## src/rtl/uart_cmd_decoder.sv

```systemverilog
// Byte-frame command parser: turns 'W'/'R' UART frames into register strobes
// and sends read data back MSB first. Define CMD_WR_ACK_EN to acknowledge writes with 'K'.
module uart_cmd_decoder #(
  parameter int unsigned ADDR_W      = 16,
  parameter int unsigned DATA_W      = 16,
  parameter int unsigned TIMEOUT_CYC = 1000000
) (
  input  logic              clk,
  input  logic              reset_n,
  input  logic [7:0]        rx_data,
  input  logic              rx_valid,
  input  logic              rx_error,
  output logic [7:0]        tx_data,
  output logic              tx_valid,
  input  logic              tx_ready,
  output logic [ADDR_W-1:0] addr,
  output logic [DATA_W-1:0] reg_wr_data,
  output logic              reg_wr_valid,
  output logic              rw,
  output logic              rd_en,
  input  logic [DATA_W-1:0] reg_rd_data,
  input  logic              reg_rd_valid,
  output logic              cmd_error
);

  localparam logic [7:0]      CmdWrite = 8'h57;
  localparam logic [7:0]      CmdRead  = 8'h52;
  localparam int unsigned     TmoW     = (TIMEOUT_CYC > 2) ? $clog2(TIMEOUT_CYC) : 1;
  localparam logic [TmoW-1:0] TmoLast  = TmoW'(TIMEOUT_CYC - 1);
  localparam logic [3:0]      RdLast   = 4'd15;
`ifdef CMD_WR_ACK_EN
  localparam logic [7:0]      AckByte  = 8'h4B;
`endif

  typedef enum logic [3:0] {
    StIdle, StAddrH, StAddrL, StDataH, StDataL, StWrite, StRead, StTxH, StTxL, StAck
  } state_e;

  state_e            state_q, state_d;
  logic [ADDR_W-1:0] addr_q, addr_d;
  logic [DATA_W-1:0] wr_data_q, wr_data_d;
  logic [DATA_W-1:0] rd_data_q, rd_data_d;
  logic [TmoW-1:0]   tmo_q, tmo_d;
  logic [3:0]        rd_cnt_q, rd_cnt_d;
  logic              is_read_q, is_read_d;
  logic              cmd_error_q, cmd_error_d;

  always_ff @(posedge clk or negedge reset_n) begin
    if (!reset_n) begin
      state_q     <= StIdle;
      addr_q      <= '0;
      wr_data_q   <= '0;
      rd_data_q   <= '0;
      tmo_q       <= '0;
      rd_cnt_q    <= '0;
      is_read_q   <= 1'b0;
      cmd_error_q <= 1'b0;
    end else begin
      state_q     <= state_d;
      addr_q      <= addr_d;
      wr_data_q   <= wr_data_d;
      rd_data_q   <= rd_data_d;
      tmo_q       <= tmo_d;
      rd_cnt_q    <= rd_cnt_d;
      is_read_q   <= is_read_d;
      cmd_error_q <= cmd_error_d;
    end
  end

  always_comb begin
    state_d     = state_q;
    addr_d      = addr_q;
    wr_data_d   = wr_data_q;
    rd_data_d   = rd_data_q;
    tmo_d       = '0;
    rd_cnt_d    = '0;
    is_read_d   = is_read_q;
    cmd_error_d = 1'b0;

    unique case (state_q)
      StIdle: begin
        if (rx_error) begin
          cmd_error_d = 1'b1;
        end else if (rx_valid) begin
          if (rx_data == CmdWrite) begin
            is_read_d = 1'b0;
            state_d   = StAddrH;
          end else if (rx_data == CmdRead) begin
            is_read_d = 1'b1;
            state_d   = StAddrH;
          end else begin
            cmd_error_d = 1'b1;
          end
        end
      end

      StAddrH, StAddrL, StDataH, StDataL: begin
        // An error strobe beats a simultaneous byte, which is discarded.
        if (rx_error) begin
          cmd_error_d = 1'b1;
          state_d     = StIdle;
        end else if (rx_valid) begin
          unique case (state_q)
            StAddrH: begin
              addr_d  = {addr_q[ADDR_W-9:0], rx_data};
              state_d = StAddrL;
            end
            StAddrL: begin
              addr_d  = {addr_q[ADDR_W-9:0], rx_data};
              state_d = is_read_q ? StRead : StDataH;
            end
            StDataH: begin
              wr_data_d = {wr_data_q[DATA_W-9:0], rx_data};
              state_d   = StDataL;
            end
            default: begin
              wr_data_d = {wr_data_q[DATA_W-9:0], rx_data};
              state_d   = StWrite;
            end
          endcase
        end else if (tmo_q == TmoLast) begin
          cmd_error_d = 1'b1;
          state_d     = StIdle;
        end else begin
          tmo_d = tmo_q + TmoW'(1);
        end
      end

      StWrite: begin
`ifdef CMD_WR_ACK_EN
        state_d = StAck;
`else
        state_d = StIdle;
`endif
      end

      StRead: begin
        if (reg_rd_valid) begin
          rd_data_d = reg_rd_data;
          state_d   = StTxH;
        end else if (rd_cnt_q == RdLast) begin
          // No answer from the register block: report and return all ones.
          rd_data_d   = '1;
          cmd_error_d = 1'b1;
          state_d     = StTxH;
        end else begin
          rd_cnt_d = rd_cnt_q + 4'd1;
        end
      end

      StTxH: if (tx_ready) state_d = StTxL;
      StTxL: if (tx_ready) state_d = StIdle;

`ifdef CMD_WR_ACK_EN
      StAck: if (tx_ready) state_d = StIdle;
`endif

      default: state_d = StIdle;
    endcase

    // Bytes arriving outside a parse state are dropped without disturbing the transaction.
    if (!(state_q inside {StIdle, StAddrH, StAddrL, StDataH, StDataL}) && (rx_valid || rx_error)) begin
      cmd_error_d = 1'b1;
    end
  end

  always_comb begin
    tx_data = 8'h00;
    unique case (state_q)
      StTxH:   tx_data = rd_data_q[DATA_W-1 -: 8];
      StTxL:   tx_data = rd_data_q[7:0];
`ifdef CMD_WR_ACK_EN
      StAck:   tx_data = AckByte;
`endif
      default: tx_data = 8'h00;
    endcase
  end

`ifdef CMD_WR_ACK_EN
  assign tx_valid = state_q inside {StTxH, StTxL, StAck};
`else
  assign tx_valid = state_q inside {StTxH, StTxL};
`endif

  assign reg_wr_valid = (state_q == StWrite);
  assign rd_en        = (state_q == StRead);
  assign rw           = state_q inside {StRead, StTxH, StTxL};
  assign addr         = addr_q;
  assign reg_wr_data  = wr_data_q;
  assign cmd_error    = cmd_error_q;

endmodule
```

## config.mk

```make
export PLATFORM = sky130hd
export DESIGN_NAME = uart_cmd_decoder
export DESIGN_NICKNAME = d
export VERILOG_FILES = /design/src/rtl/uart_cmd_decoder.sv
export SDC_FILE = /design/constraint.sdc
export NUM_CORES = 1
export LEC_CHECK = 0
export CELL_PAD_IN_SITES_DETAIL_PLACEMENT = 0
export CELL_PAD_IN_SITES_GLOBAL_PLACEMENT = 1
export CORE_MARGIN = 8
export CORE_UTILIZATION = 40
export CTS_CLUSTER_DIAMETER = 100
export DETAILED_ROUTE_END_ITERATION = 12
export HOLD_SLACK_MARGIN = 0.02
export PLACE_DENSITY = 0.77
export RECOVER_POWER = 25
export SKIP_LAST_GASP = 1
export SYNTH_ARGS = -nofsm -noshare
export SYNTH_HDL_FRONTEND = slang
export SYNTH_SLANG_ARGS = --single-unit
```

## constraint.sdc

```tcl
create_clock -name clk -period 2.4 [get_ports clk]
set_input_delay 0.6 -clock clk [delete_from_list [all_inputs] [get_ports clk]]
set_output_delay 0.6 -clock clk [all_outputs]
set_load 0.02 [all_outputs]
```

# Word-level counts from Yosys, hierarchy flattened
# Cells that the tools add are included.
# Widths: inputs -> output; s select.
# totals
reg_bits,78
input_bits,30
# op_classes
addsub,2
eq_ne,19
mux,37
n_bitwise,2
n_reduce_logical,16
# op_table
op,count
$mux 20,4
$mux 4,14
$mux 16,2
$add 20x1->20 const B,1
$eq 20x20->1 const B,1
$pmux 4 s5,1
$eq 4x3->1 const B,4
$eq 8x7->1 const B,2
$pmux 8 s2,1
$mux 1,12
$reduce_and 4->1,3
$pmux 3 s3,1
$eq 4x2->1 const B,2
$eq 4x4->1 const B,2
$ne 2x2->1 const B,4
$reduce_and 7->1,1
$reduce_bool 2->1,3
$reduce_bool 5->1,1
$add 4x1->4 const B,1
$eq 4x1->1 const B,1
$logic_not 4->1,1
$ne 4x4->1 const B,1
$reduce_or 4->1,1
$mux 3,1
other kinds (10),11

# Depth between registers and ports, before layout
# Gate-level depths: netlist (run 1).
# logic_depth
ltp_word,7
mapped_depth,8
mapped_depth_nobuf,6

# Worst setup path after synthesis (run 1)
# Ideal clock, no wire load.
# synth_path
kind,register -> register
start,register tmo_q[15]
end,register state_q[0]
arrival_ns,1.784
required_time_ns,2.275
path_slack_ns,0.491
stages_incl_launch_ff,6
path_buffers,0
cell_sequence,dfrtp_1 -> or4_4 -> nor4_4 -> a21bo_2 -> o2111ai_4 -> mux2_4
# synth_via
elab_chain_len,3
# synth_lines
item,line,source
"start, declared",43,"logic [TmoW-1:0] tmo_q, tmo_d;"
"start signal, assigned",63,tmo_q <= tmo_d;
$eq 20x20->1,121,end else if (tmo_q == TmoLast) begin
$ne 4x4->1 (no line),-,
$reduce_and 7->1 (no line),-,
"end signal, assigned",50,state_q <= StIdle;
"end signal, assigned",59,state_q <= state_d;
"end, declared",39,"state_e state_q, state_d;"
# No other way between the ends.
# A chain may end at the register's enable or synchronous reset.

# Worst setup path after layout (run 1)
# layout_path
start,register state_q[2]
end,output port tx_data[1]
# layout_via
elab_chain_len,2
elab_cells_between_ends,3
classes_between,eq/ne: 2; mux: 1
# layout_lines
item,line,source
$eq 4x4->1 / $eq 4x3->1 (equally long branches),169,unique case (state_q)
$pmux 8 s2 *,169,
"end, declared",13,"output logic [7:0] tx_data,"
# Every way passes the cells marked *; elsewhere a longest branch is shown, timed or not.

==> flow_metrics.env, run 1 <==
export IMPL_rows=34
export IMPL_worst_setup_path_end_kind="output port"
export IMPL_synth_area_leaders="dfrtp_1 (56%), mux2_1 (4.8%), mux2_2 (4.8%)"
export IMPL_drive_gt1_share_pct=16.54
export IMPL_cp_required_ps=1800
export IMPL_cap_violations=0
export IMPL_netlist_top_cells_count="dfrtp_1 (78), nor2_1 (35), nand3_1 (17), o22a_1 (16)"
export IMPL_yosysSeqAreaShare_pct=55.54
export IMPL_diodes=0
export IMPL_ys_flop_type="dfrtp_1"
export IMPL_avgSynthCellArea_um2=11.79
export IMPL_start_util_pct=40.70
export IMPL_cp_top_family="flip-flops"
export IMPL_syn_nets=330
export IMPL_setup_viol=0
export IMPL_synth_cells=298
export IMPL_ir_drop_v=0.0004915
export IMPL_core_area_mm2=0.008636
export IMPL_regArea_mm2=0.001952
export IMPL_p_total_w=0.004968
export IMPL_clk_root_buffer_cell="clkbuf_8"
export IMPL_postRouteAntennaNets=0
export IMPL_gp_congestion=0.8289
export IMPL_firstDrtPassIters=4
export IMPL_hpwl_um=5902
export IMPL_cts_buffer_depth=2
export IMPL_pwr_share_clk_pct=24.0
export IMPL_rsz0062_at_grt="false"
export IMPL_synth_cell_types=44
export IMPL_relSlewSlack_pct=28.52
export IMPL_seqPwrFrac_pct=39.5
export IMPL_r2r_slack_ps=390
export IMPL_hold_class="primary input to asynchronous set/reset pin"
export IMPL_cts_sinks=78
export IMPL_regToRegStartpoint="tmo_q[0]$_DFF_PN0_"
export IMPL_clock_latency_ps=350
export IMPL_hold_viol=0
export IMPL_drtIter0Drc=135
export IMPL_antenna_found_initial=0
export IMPL_cellPowerDensity_mw_per_mm2=1043
export IMPL_swShare_pct=31.58
export IMPL_vias=2577
export IMPL_grt_max_degree=44
export IMPL_final_max_slew_viol_count=0
export IMPL_status="finished, final reports clean"
export IMPL_skew_ps=9.391
export IMPL_multiInputGateArea_mm2=0.001486
export IMPL_p_sw_w=0.001569
export IMPL_path_cells="and2b_1 -> and3_4 -> a22o_1 -> dlygate4sd2_1"
export IMPL_worstMarginPinSlew_ps=1072
export IMPL_nets=426
export IMPL_avgViaCountPerCell=5.083
export IMPL_p_int_w=0.003399
export IMPL_syn_to_final_growth_pct=35.53
export IMPL_groute_usage_overall_pct=14.56
export IMPL_finalCriticalPeriod_ps=2297
export IMPL_overflow=0
export IMPL_yosysTopAreaCell="dfrtp_1"
export IMPL_worst_setup_path_type="register to output port"
export IMPL_async_flop_share_pct=100.0
export IMPL_reg2reg_depth=6
export IMPL_drc=0
export IMPL_dieWidth_um=109.7
export IMPL_pwr_share_comb_pct=36.5
export IMPL_io_buffers=74
export IMPL_timing_critical_path_arrival_ps=1700
export IMPL_cp_start_kind="register"
export IMPL_synth_edff_count=0
export IMPL_ctsHtreeMaxLevel=3
export IMPL_cts_tree="built"
export IMPL_num_io_pins=75
export IMPL_wl_um=8034
export IMPL_nFillCells=759
export IMPL_synth_top_cell_area_share_pct=55.54
export IMPL_yosys_warnings=0
export IMPL_grt_pass1_wl_um=13740
export IMPL_min_period_over_period_pct=95.72
export IMPL_cp_max_fo=8
export IMPL_avgRoutedWirePerCell_um=15.85
export IMPL_post_cts_buffers=0
export IMPL_path_clk_slew_ps=80
export IMPL_path_buf_inv=1
export IMPL_die_h_um=109.7
export IMPL_critPathSlowestCell="dfrtp_1"
export IMPL_dieArea_mm2=0.01204
export IMPL_grt_pass1_vias=2680
export IMPL_hold_buffers=0
export IMPL_p_leak_nw=2.123
export IMPL_yosysMostFrequentCell="dfrtp_1"
export IMPL_ys_seq_elements=78
export IMPL_fin_tns_setup_ps=0
export IMPL_syn_area_mm2=0.003515
export IMPL_crit_cells=4
export IMPL_cts_buffers=9
export IMPL_max_stage_delay_ps=410
export IMPL_max_freq_mhz=435.3
export IMPL_r2r_end="state_q[1]$_DFFE_PN0P_"
==> logic make-up after synthesis <==
logic type | after synthesis | synth area share [%]
flops | 78 | 55.54
fa+ha+maj | 2 | 0.7119
mux | 33 | 10.75
xor+xnor | 22 | 5.483
buf+inv | 19 | 2.350
compound gates | 45 | 10.54
simple gates | 99 | 14.63
==> final cells by class <==
class | instances | share of cell area (%)
clock buffer | 9 | 2.600
clock inverter | 7 | 2.548
inverter | 5 | 0.3940
multi-input combinational | 201 | 31.21
sequential | 78 | 40.98
tap | 108 | 2.837
timing repair buffer | 99 | 19.44
==> registers in the layout, summed over array words and instances (netlist names) <==
| signal | cells |
|---|---|
| tmo_q | 20 |
| addr | 16 |
| rd_data_q | 16 |
| reg_wr_data | 16 |
| rd_cnt_q | 4 |
| state_q | 4 |
| cmd_error | 1 |
| is_read_q | 1 |
==> worst register-to-register path: stages (launching register included) <==
cell       delay, ps
dfrtp_1          390
ha_1             220
nand4_1          250
nor4_4           340
a21bo_2          210
o2111ai_4        140
mux2_4           330
==> timing repair <==
item,CTS,global route
setup endpoints to repair,12,9
resized for setup,14,3
gates cloned,0,0
pin swaps,0,0
==> power groups by stage <==
stage               Combinational, W  Clock, W  Sequential [W]
floorplan                   0.000681         0         0.00225
global placement             0.00182         0         0.00197
detailed placement           0.00184         0         0.00199
CTS                          0.00184   0.00122         0.00197
global route                 0.00194   0.00129         0.00202
finish                       0.00181   0.00119         0.00196
==> metal layers <==
| metal | track usage, % | part of all wire [%] | up-vias |
|---|---|---|---|
| met4 | 4.629 | 1.1 | 0 |
| met3 | 4.162 | 6.1 | 11 |
| li1 | - | - | 1249 |
| met1 | 19.30 | 48 | 1259 |
| met5 | 0 | 0 | - |
| met2 | 22.48 | 45 | 58 |
==> cells in the final DEF, fill, tap and decap left out, drive strengths merged, types with 7 or more instances in the layout <==
cell type and count:
nand3 17, dfrtp 78, clkdlybuf4s50 61, dlygate4sd2 11
clkbuf 12, nand2 14, and3 7, a22o 8
xnor2 9, nor2 35, nor3 7, o22a 16
mux2 32, xor2 13, buf 24
==> worst max-delay path by stage <==
stage / startpoint / endpoint / slack, ps
finish: state_q[2]$_DFFE_PN0P_ / tx_data[1] / 100
global route: state_q[1]$_DFFE_PN0P_ / tx_valid / 20
CTS: state_q[2]$_DFFE_PN0P_ / tx_data[1] / 10
detailed placement: rx_data[4] / state_q[1]$_DFFE_PN0P_ / -180
global placement: rx_data[4] / state_q[1]$_DFFE_PN0P_ / -180
floorplan: tmo_q[15]$_DFF_PN0_ / state_q[0]$_DFFE_PN0P_ / 490
==> metrics by stage <==
stage          setup WS [ps]  util, %  hold WS (ps)  instances  instance area (um2)
2_1_floorplan          490.7        -         304.4        298                 3515
3_3_place_gp          -180.9    52.54         452.5        491                 4537
3_5_place_dp          -181.7    52.54         462.8        491                 4537
4_1_cts                11.45    55.23         233.3        507                 4770
5_1_grt                15.63    55.16         491.1        507                 4763
6_report               102.8    55.16         432.6        507                 4763
(Power assumes the default switching activity.)
==> inputs of run 2 (changes only) <==
--- a/config.mk
+++ b/config.mk
@@ -8,13 +8,15 @@
 export CELL_PAD_IN_SITES_DETAIL_PLACEMENT = 0
 export CELL_PAD_IN_SITES_GLOBAL_PLACEMENT = 1
 export CORE_MARGIN = 8
-export CORE_UTILIZATION = 40
+export CORE_UTILIZATION = 41
+export CTS_BUF_LIST = sky130_fd_sc_hd__clkbuf_8
 export CTS_CLUSTER_DIAMETER = 100
 export DETAILED_ROUTE_END_ITERATION = 12
 export HOLD_SLACK_MARGIN = 0.02
-export PLACE_DENSITY = 0.77
-export RECOVER_POWER = 25
+export PLACE_DENSITY = 0.78
+export RECOVER_POWER = 50
 export SKIP_LAST_GASP = 1
 export SYNTH_ARGS = -nofsm -noshare
 export SYNTH_HDL_FRONTEND = slang
 export SYNTH_SLANG_ARGS = --single-unit
+export TNS_END_PERCENT = 5
==> run 2 against run 1 <==
Against the previous run:
- sequential share of layout area grew 0.19 points
- via count shrank 0.47%
- highest routed layer unchanged
- count of clock-buffer cells in the layout grew 3
- power grew 0.22%
- the run now ends with capacitance limit, slew limit, setup timing left
- critical path type unchanged
- hold slack gained 31 ps
- die area shrank 2.1%
- first-iteration DRC count shrank 3.0%
- worst setup slack lost 280 ps
- critical endpoint is now tx_data[5]
==> flow_metrics.env, run 2 (synthesis gave the netlist of run 1 again) <==
export IMPL_status="finished, violations left"
export IMPL_violations="capacitance limit, slew limit, setup timing"
export IMPL_groute_usage_overall_pct=13.97
export IMPL_regToRegStartpoint="tmo_q[15]$_DFF_PN0_"
export IMPL_layout_common_cells="dfrtp_1 (78), clkdlybuf4s50_1 (63), nor2_1 (35), buf_4 (19), nand3_1 (17)"
export IMPL_cellPowerDensity_mw_per_mm2=1050
export IMPL_worstMarginPinSlew_ps=1881
export IMPL_avgViaCountPerCell=5.120
export IMPL_hold_viol=0
export IMPL_rows=33
export IMPL_hpwl_um=5808
export IMPL_avgRoutedWirePerCell_um=15.81
export IMPL_io_buffers=74
export IMPL_place_ws_ps=-179.4
export IMPL_cap_violations=1
export IMPL_vias=2565
export IMPL_setup_worst_path_end="tx_data[5]"
export IMPL_crit_start="state_q[3]$_DFFE_PN0P_"
export IMPL_ir_drop_v=0.0005370
export IMPL_hold_buffers=0
export IMPL_clock_latency_ps=340
export IMPL_core_area_mm2=0.008258
export IMPL_final_max_slew_viol_count=79
export IMPL_path_cells="and2b_1 -> and3_2 -> a22o_1 -> clkdlybuf4s50_1"
export IMPL_rsz0062_at_grt="true"
export IMPL_dieArea_mm2=0.01179
export IMPL_r2r_slack_ps=390
export IMPL_cts_buffer_depth=2
export IMPL_post_cts_buffers=0
export IMPL_p_leak_nw=2.085
export IMPL_cts_buffers=9
export IMPL_drive_gt1_share_pct=15.66
export IMPL_reg2reg_depth=5
export IMPL_diodes=0
export IMPL_cp_required_ps=1800
export IMPL_hold_class="register to register"
export IMPL_nets=424
export IMPL_drtIter0Drc=131
export IMPL_cts_tree="built"
export IMPL_syn_to_final_growth_pct=34.89
export IMPL_fin_cells=501
export IMPL_ctsHtreeMaxLevel=3
export IMPL_grt_max_degree=79
export IMPL_finalCriticalPeriod_ps=2573
export IMPL_grt_pass1_wl_um=13030
export IMPL_relSlewSlack_pct=-25.43
export IMPL_finalWorstSetupSlack_ps=-172.7
export IMPL_r2r_end="state_q[0]$_DFFE_PN0P_"
export IMPL_max_freq_mhz=388.7
export IMPL_cp_start_kind="register"
export IMPL_start_util_pct=42.56
export IMPL_place_inst=486
export IMPL_worst_setup_path_type="register to output port"
export IMPL_clk_root_buffer_cell="clkbuf_8"
export IMPL_firstDrtPassIters=4
export IMPL_timing_critical_path_arrival_ps=1970
export IMPL_die_h_um=108.6
export IMPL_setup_viol=9
export IMPL_drc=0
export IMPL_antenna_found_initial=0
export IMPL_p_total_w=0.004979
export IMPL_final_common_cell="dfrtp_1"
export IMPL_largest_register_ffs=20
export IMPL_dieWidth_um=108.6
export IMPL_path_clk_slew_ps=80
export IMPL_critPathSlowestCell="clkdlybuf4s50_1"
export IMPL_skew_ps=9.236
export IMPL_worst_setup_path_end_kind="output port"
export IMPL_cts_sinks=78
export IMPL_regMostFlops="tmo_q"
export IMPL_min_period_over_period_pct=107.2
export IMPL_postRouteAntennaNets=0
export IMPL_overflow=0
export IMPL_num_io_pins=75
export IMPL_grt_pass1_vias=2566
export IMPL_max_stage_delay_ps=600
export IMPL_cp_max_fo=8
export IMPL_gp_congestion=0.7719
export IMPL_wl_um=7922
## run 2: cell count changes in the layout (fill, tap and decap cells not counted), moves of 2 or more
cell             change
buf_12               -2
buf_4                -3
clkbuf_8             +3
clkdlybuf4s50_1      +2
clkinv_4             -2
dlygate4sd2_1       -10
dlygate4sd3_1        +8
## run 2: final cells by class
| cell class | instances | area [um2] |
|---|---|---|
| well taps | 105 | 131.4 |
| repair buffers | 97 | 900.9 |
| fillers | 743 | 3517 |
| flip-flops and latches | 78 | 1952 |
| clock buffers | 12 | 165.2 |
| multi-input cells | 201 | 1483 |
| inverters | 5 | 18.77 |
| clock inverters | 3 | 90.09 |
## run 2: worst min path at each step
stage | start | end | slack, ps | depth (start not counted)
floorplan | reset_n | addr[0]$_DFFE_PN0P_ | 300 | 0
finish | rd_cnt_q[0]$_DFF_PN0_ | rd_cnt_q[0]$_DFF_PN0_ | 460 | 1
detailed placement | rd_cnt_q[0]$_DFF_PN0_ | rd_cnt_q[0]$_DFF_PN0_ | 450 | 1
global route | rd_cnt_q[0]$_DFF_PN0_ | rd_cnt_q[0]$_DFF_PN0_ | 490 | 1
global placement | rd_cnt_q[0]$_DFF_PN0_ | rd_cnt_q[0]$_DFF_PN0_ | 440 | 1
CTS | reset_n | addr[10]$_DFFE_PN0P_ | 280 | 2
## run 2: repair_timing
action	in CTS	in global routing
gates cloned	0	0
endpoints found under the hold margin	0	0
gates resized for setup	3	1
setup endpoints to repair	12	12
## run 2: per-layer routing
metal | wire [um] | vias up | GRT usage, % | share of wire, %
met5 | 0 | - | 0 | 0
met4 | 106 | 0 | 5.572 | 1.3
met3 | 428 | 9 | 2.677 | 5.4
met2 | 3712 | 55 | 22.19 | 47
met1 | 3674 | 1256 | 18.37 | 46
li1 | - | 1245 | - | -
## run 2: critical path: cells and delay by family (launching register included)
kind	cells	cell delay, ps
DFF	1	370
and+or+nand+nor	2	490
AOI/OAI and AO/OA	1	180
buffers and inverters	1	600
## run 2: power breakdown
group          switching [W]  total [W]  internal, W
Sequential          0.000236    0.00196      0.00172
Combinational       0.000835    0.00180     0.000961
Clock               0.000454    0.00122     0.000771
Total                0.00152    0.00498      0.00345
## run 2: through the flow
step / setup TNS, ps / cell area (um2) / util (%) / hold slack (ps)
final: -1246 / 4741 / 57.41 / 463.8
after global routing: -3398 / 4741 / 57.41 / 488.5
after CTS: -1740 / 4787 / 57.97 / 275.7
after detailed placement: -565.9 / 4531 / 54.86 / 449.4
after global placement: -464.9 / 4531 / 54.86 / 442.3
after floorplan: 0 / 3515 / - / 304.4
==> inputs of run 3 (changes only) <==
--- a/config.mk
+++ b/config.mk
@@ -15,6 +15,7 @@
 export HOLD_SLACK_MARGIN = 0.02
 export PLACE_DENSITY = 0.78
 export RECOVER_POWER = 50
+export REMOVE_ABC_BUFFERS = 1
 export SKIP_LAST_GASP = 1
 export SYNTH_ARGS = -nofsm -noshare
 export SYNTH_HDL_FRONTEND = slang
==> run 3 against run 2 <==
Against the previous run:
- the run ends with capacitance limit, setup timing left
- sequential cell count is the same
- worst setup slack lost 15 ps
- core utilization shrank 0.64 points
- sequential power is essentially flat
- register-to-register slack is essentially flat
- design area shrank 1.1%
- cell count shrank 0.80%
- largest cell class unchanged
==> flow_metrics.env, run 3 (synthesis gave the netlist of run 1 again) <==
export IMPL_diodes=0
export IMPL_die_h_um=108.6
export IMPL_cellPowerDensity_mw_per_mm2=1041
export IMPL_rsz0062_at_grt="true"
export IMPL_layout_common_cells="dfrtp_1 (78), clkdlybuf4s50_1 (69), nor2_1 (35), nand3_1 (17), o22a_1 (16)"
export IMPL_worst_setup_path_type="register to output port"
export IMPL_final_common_cell="dfrtp_1"
export IMPL_post_cts_buffers=0
export IMPL_regMostFlops="tmo_q"
export IMPL_final_area_mm2=0.004688
export IMPL_status="finished, violations left"
export IMPL_drtIter0Drc=40
export IMPL_cp_start_kind="register"
export IMPL_finalCriticalPeriod_ps=2587
export IMPL_start_util_pct=42.56
export IMPL_avgViaCountPerCell=5.171
export IMPL_min_period_over_period_pct=107.8
export IMPL_worst_setup_path_end_kind="output port"
export IMPL_p_leak_nw=2.045
export IMPL_grt_pass1_wl_um=13310
export IMPL_setup_viol=8
export IMPL_firstDrtPassIters=4
export IMPL_violations="capacitance limit, setup timing"
export IMPL_nets=420
export IMPL_finalWorstSetupSlack_ps=-187.4
export IMPL_cts_buffer_depth=2
export IMPL_antenna_found_initial=1
export IMPL_place_area_mm2=0.004501
export IMPL_overflow=0
export IMPL_cap_violations=1
export IMPL_grt_max_degree=51
export IMPL_drc=0
export IMPL_drive_gt1_share_pct=14.54
export IMPL_cts_buffers=9
export IMPL_io_buffers=74
export IMPL_vias=2570
export IMPL_cp_required_ps=1800
export IMPL_dieWidth_um=108.6
export IMPL_groute_usage_overall_pct=14.33
export IMPL_skew_ps=5.515
export IMPL_gp_congestion=0.7617
export IMPL_grt_pass1_vias=2697
export IMPL_path_clk_slew_ps=80
export IMPL_avgRoutedWirePerCell_um=15.59
export IMPL_fin_util_pct=56.77
export IMPL_hpwl_um=5770
export IMPL_fin_cells=497
export IMPL_ir_drop_v=0.0005804
export IMPL_timing_critical_path_arrival_ps=1990
export IMPL_cp_max_fo=8
export IMPL_postRouteAntennaNets=0
export IMPL_relSlewSlack_pct=0.7382
export IMPL_worstMarginPinSlew_ps=1489
export IMPL_hold_class="register to register"
export IMPL_nFillCells=755
export IMPL_rows=33
export IMPL_core_area_mm2=0.008258
export IMPL_clk_root_buffer_cell="clkbuf_8"
export IMPL_cts_sinks=78
export IMPL_place_inst=482
export IMPL_hold_viol=0
export IMPL_dieArea_mm2=0.01179
export IMPL_num_io_pins=75
export IMPL_syn_to_final_growth_pct=33.39
export IMPL_cts_tree="built"
export IMPL_clock_latency_ps=340
export IMPL_largest_register_ffs=20
export IMPL_wl_um=7749
export IMPL_final_max_slew_viol_count=0
export IMPL_max_freq_mhz=386.5
export IMPL_hold_buffers=0
export IMPL_ctsHtreeMaxLevel=3
==> run 3: changes by cell type in the layout (fill, tap and decap cells not counted), moves of 3 or more <==
cell             change
clkdlybuf4s50_1      +6
dlygate4sd3_1        -7
buf_4                -4
clkbuf_8             -3
==> run 3: metal layers <==
layer  part of all wire (%)  vias to the layer above  wire length (um)  track usage (%)
li1                       -                     1238                 -                -
met1                     45                     1256              3456            17.89
met2                     46                       61              3600            22.23
met5                   0.15                        -                12                0
met3                    6.9                       13               531            4.402
met4                    1.9                        2               148            6.745
==> run 3: what timing repair did <==
item | in CTS | in global routing
resized for setup | 4 | 1
setup endpoints to repair | 12 | 12
pin swaps | 0 | 0
==> run 3: cell type report <==
| cell class | instances | area (um2) | area share [%] |
|---|---|---|---|
| Timing Repair Buffer | 93 | 868.3 | 18.52 |
| Multi-Input combinational cell | 201 | 1483 | 31.63 |
| Clock inverter | 6 | 111.4 | 2.375 |
| Inverter | 5 | 18.77 | 0.4003 |
| Tap cell | 105 | 131.4 | 2.802 |
| Sequential cell | 78 | 1952 | 41.63 |
| Clock buffer | 9 | 123.9 | 2.642 |
==> run 3: critical path: stages, from the launching register on <==
cell and delay (ps):
dfrtp_1 410, and2b_1 170, and3_2 280, a22o_1 250, clkdlybuf4s50_1 530
==> run 3: power breakdown <==
| group | leakage [nW] | switching [W] | total (W) | internal, W |
|---|---|---|---|---|
| clock | 0.115 | 0.000462 | 0.00115 | 0.000685 |
| sequential | 1.03 | 0.000237 | 0.00196 | 0.00172 |
| combinational | 0.904 | 0.000823 | 0.00178 | 0.000952 |
==> run 3: path summary, 6_finish.rpt <==
kind,start,end,slack (ps),cells past startpoint
max in group asynchronous,reset_n,rd_data_q[1]$_DFFE_PN0P_,300,2
min in group asynchronous,reset_n,reg_wr_data[12]$_DFFE_PN0P_,610,1
max,state_q[2]$_DFFE_PN0P_,tx_data[4],-190,4
min reg2reg,rd_cnt_q[0]$_DFF_PN0_,rd_cnt_q[0]$_DFF_PN0_,460,1
min,rd_cnt_q[0]$_DFF_PN0_,rd_cnt_q[0]$_DFF_PN0_,460,1
max reg2reg,tmo_q[15]$_DFF_PN0_,state_q[0]$_DFFE_PN0P_,380,5
==> run 3: metrics by stage <==
| stage | hold WS (ps) | TNS (ps) | setup WS, ps | power [W] |
|---|---|---|---|---|
| 2_1_floorplan | 304.4 | 0 | 254.4 | 0.002907 |
| 3_3_place_gp | 445.8 | -386.0 | -157.7 | 0.003778 |
| 3_5_place_dp | 450.9 | -552.7 | -195.1 | 0.003820 |
| 4_1_cts | 169.7 | -1706 | -219.4 | 0.004990 |
| 5_1_grt | 494.0 | -10070 | -298.7 | 0.005178 |
| 6_report | 461.2 | -1243 | -187.4 | 0.004881 |
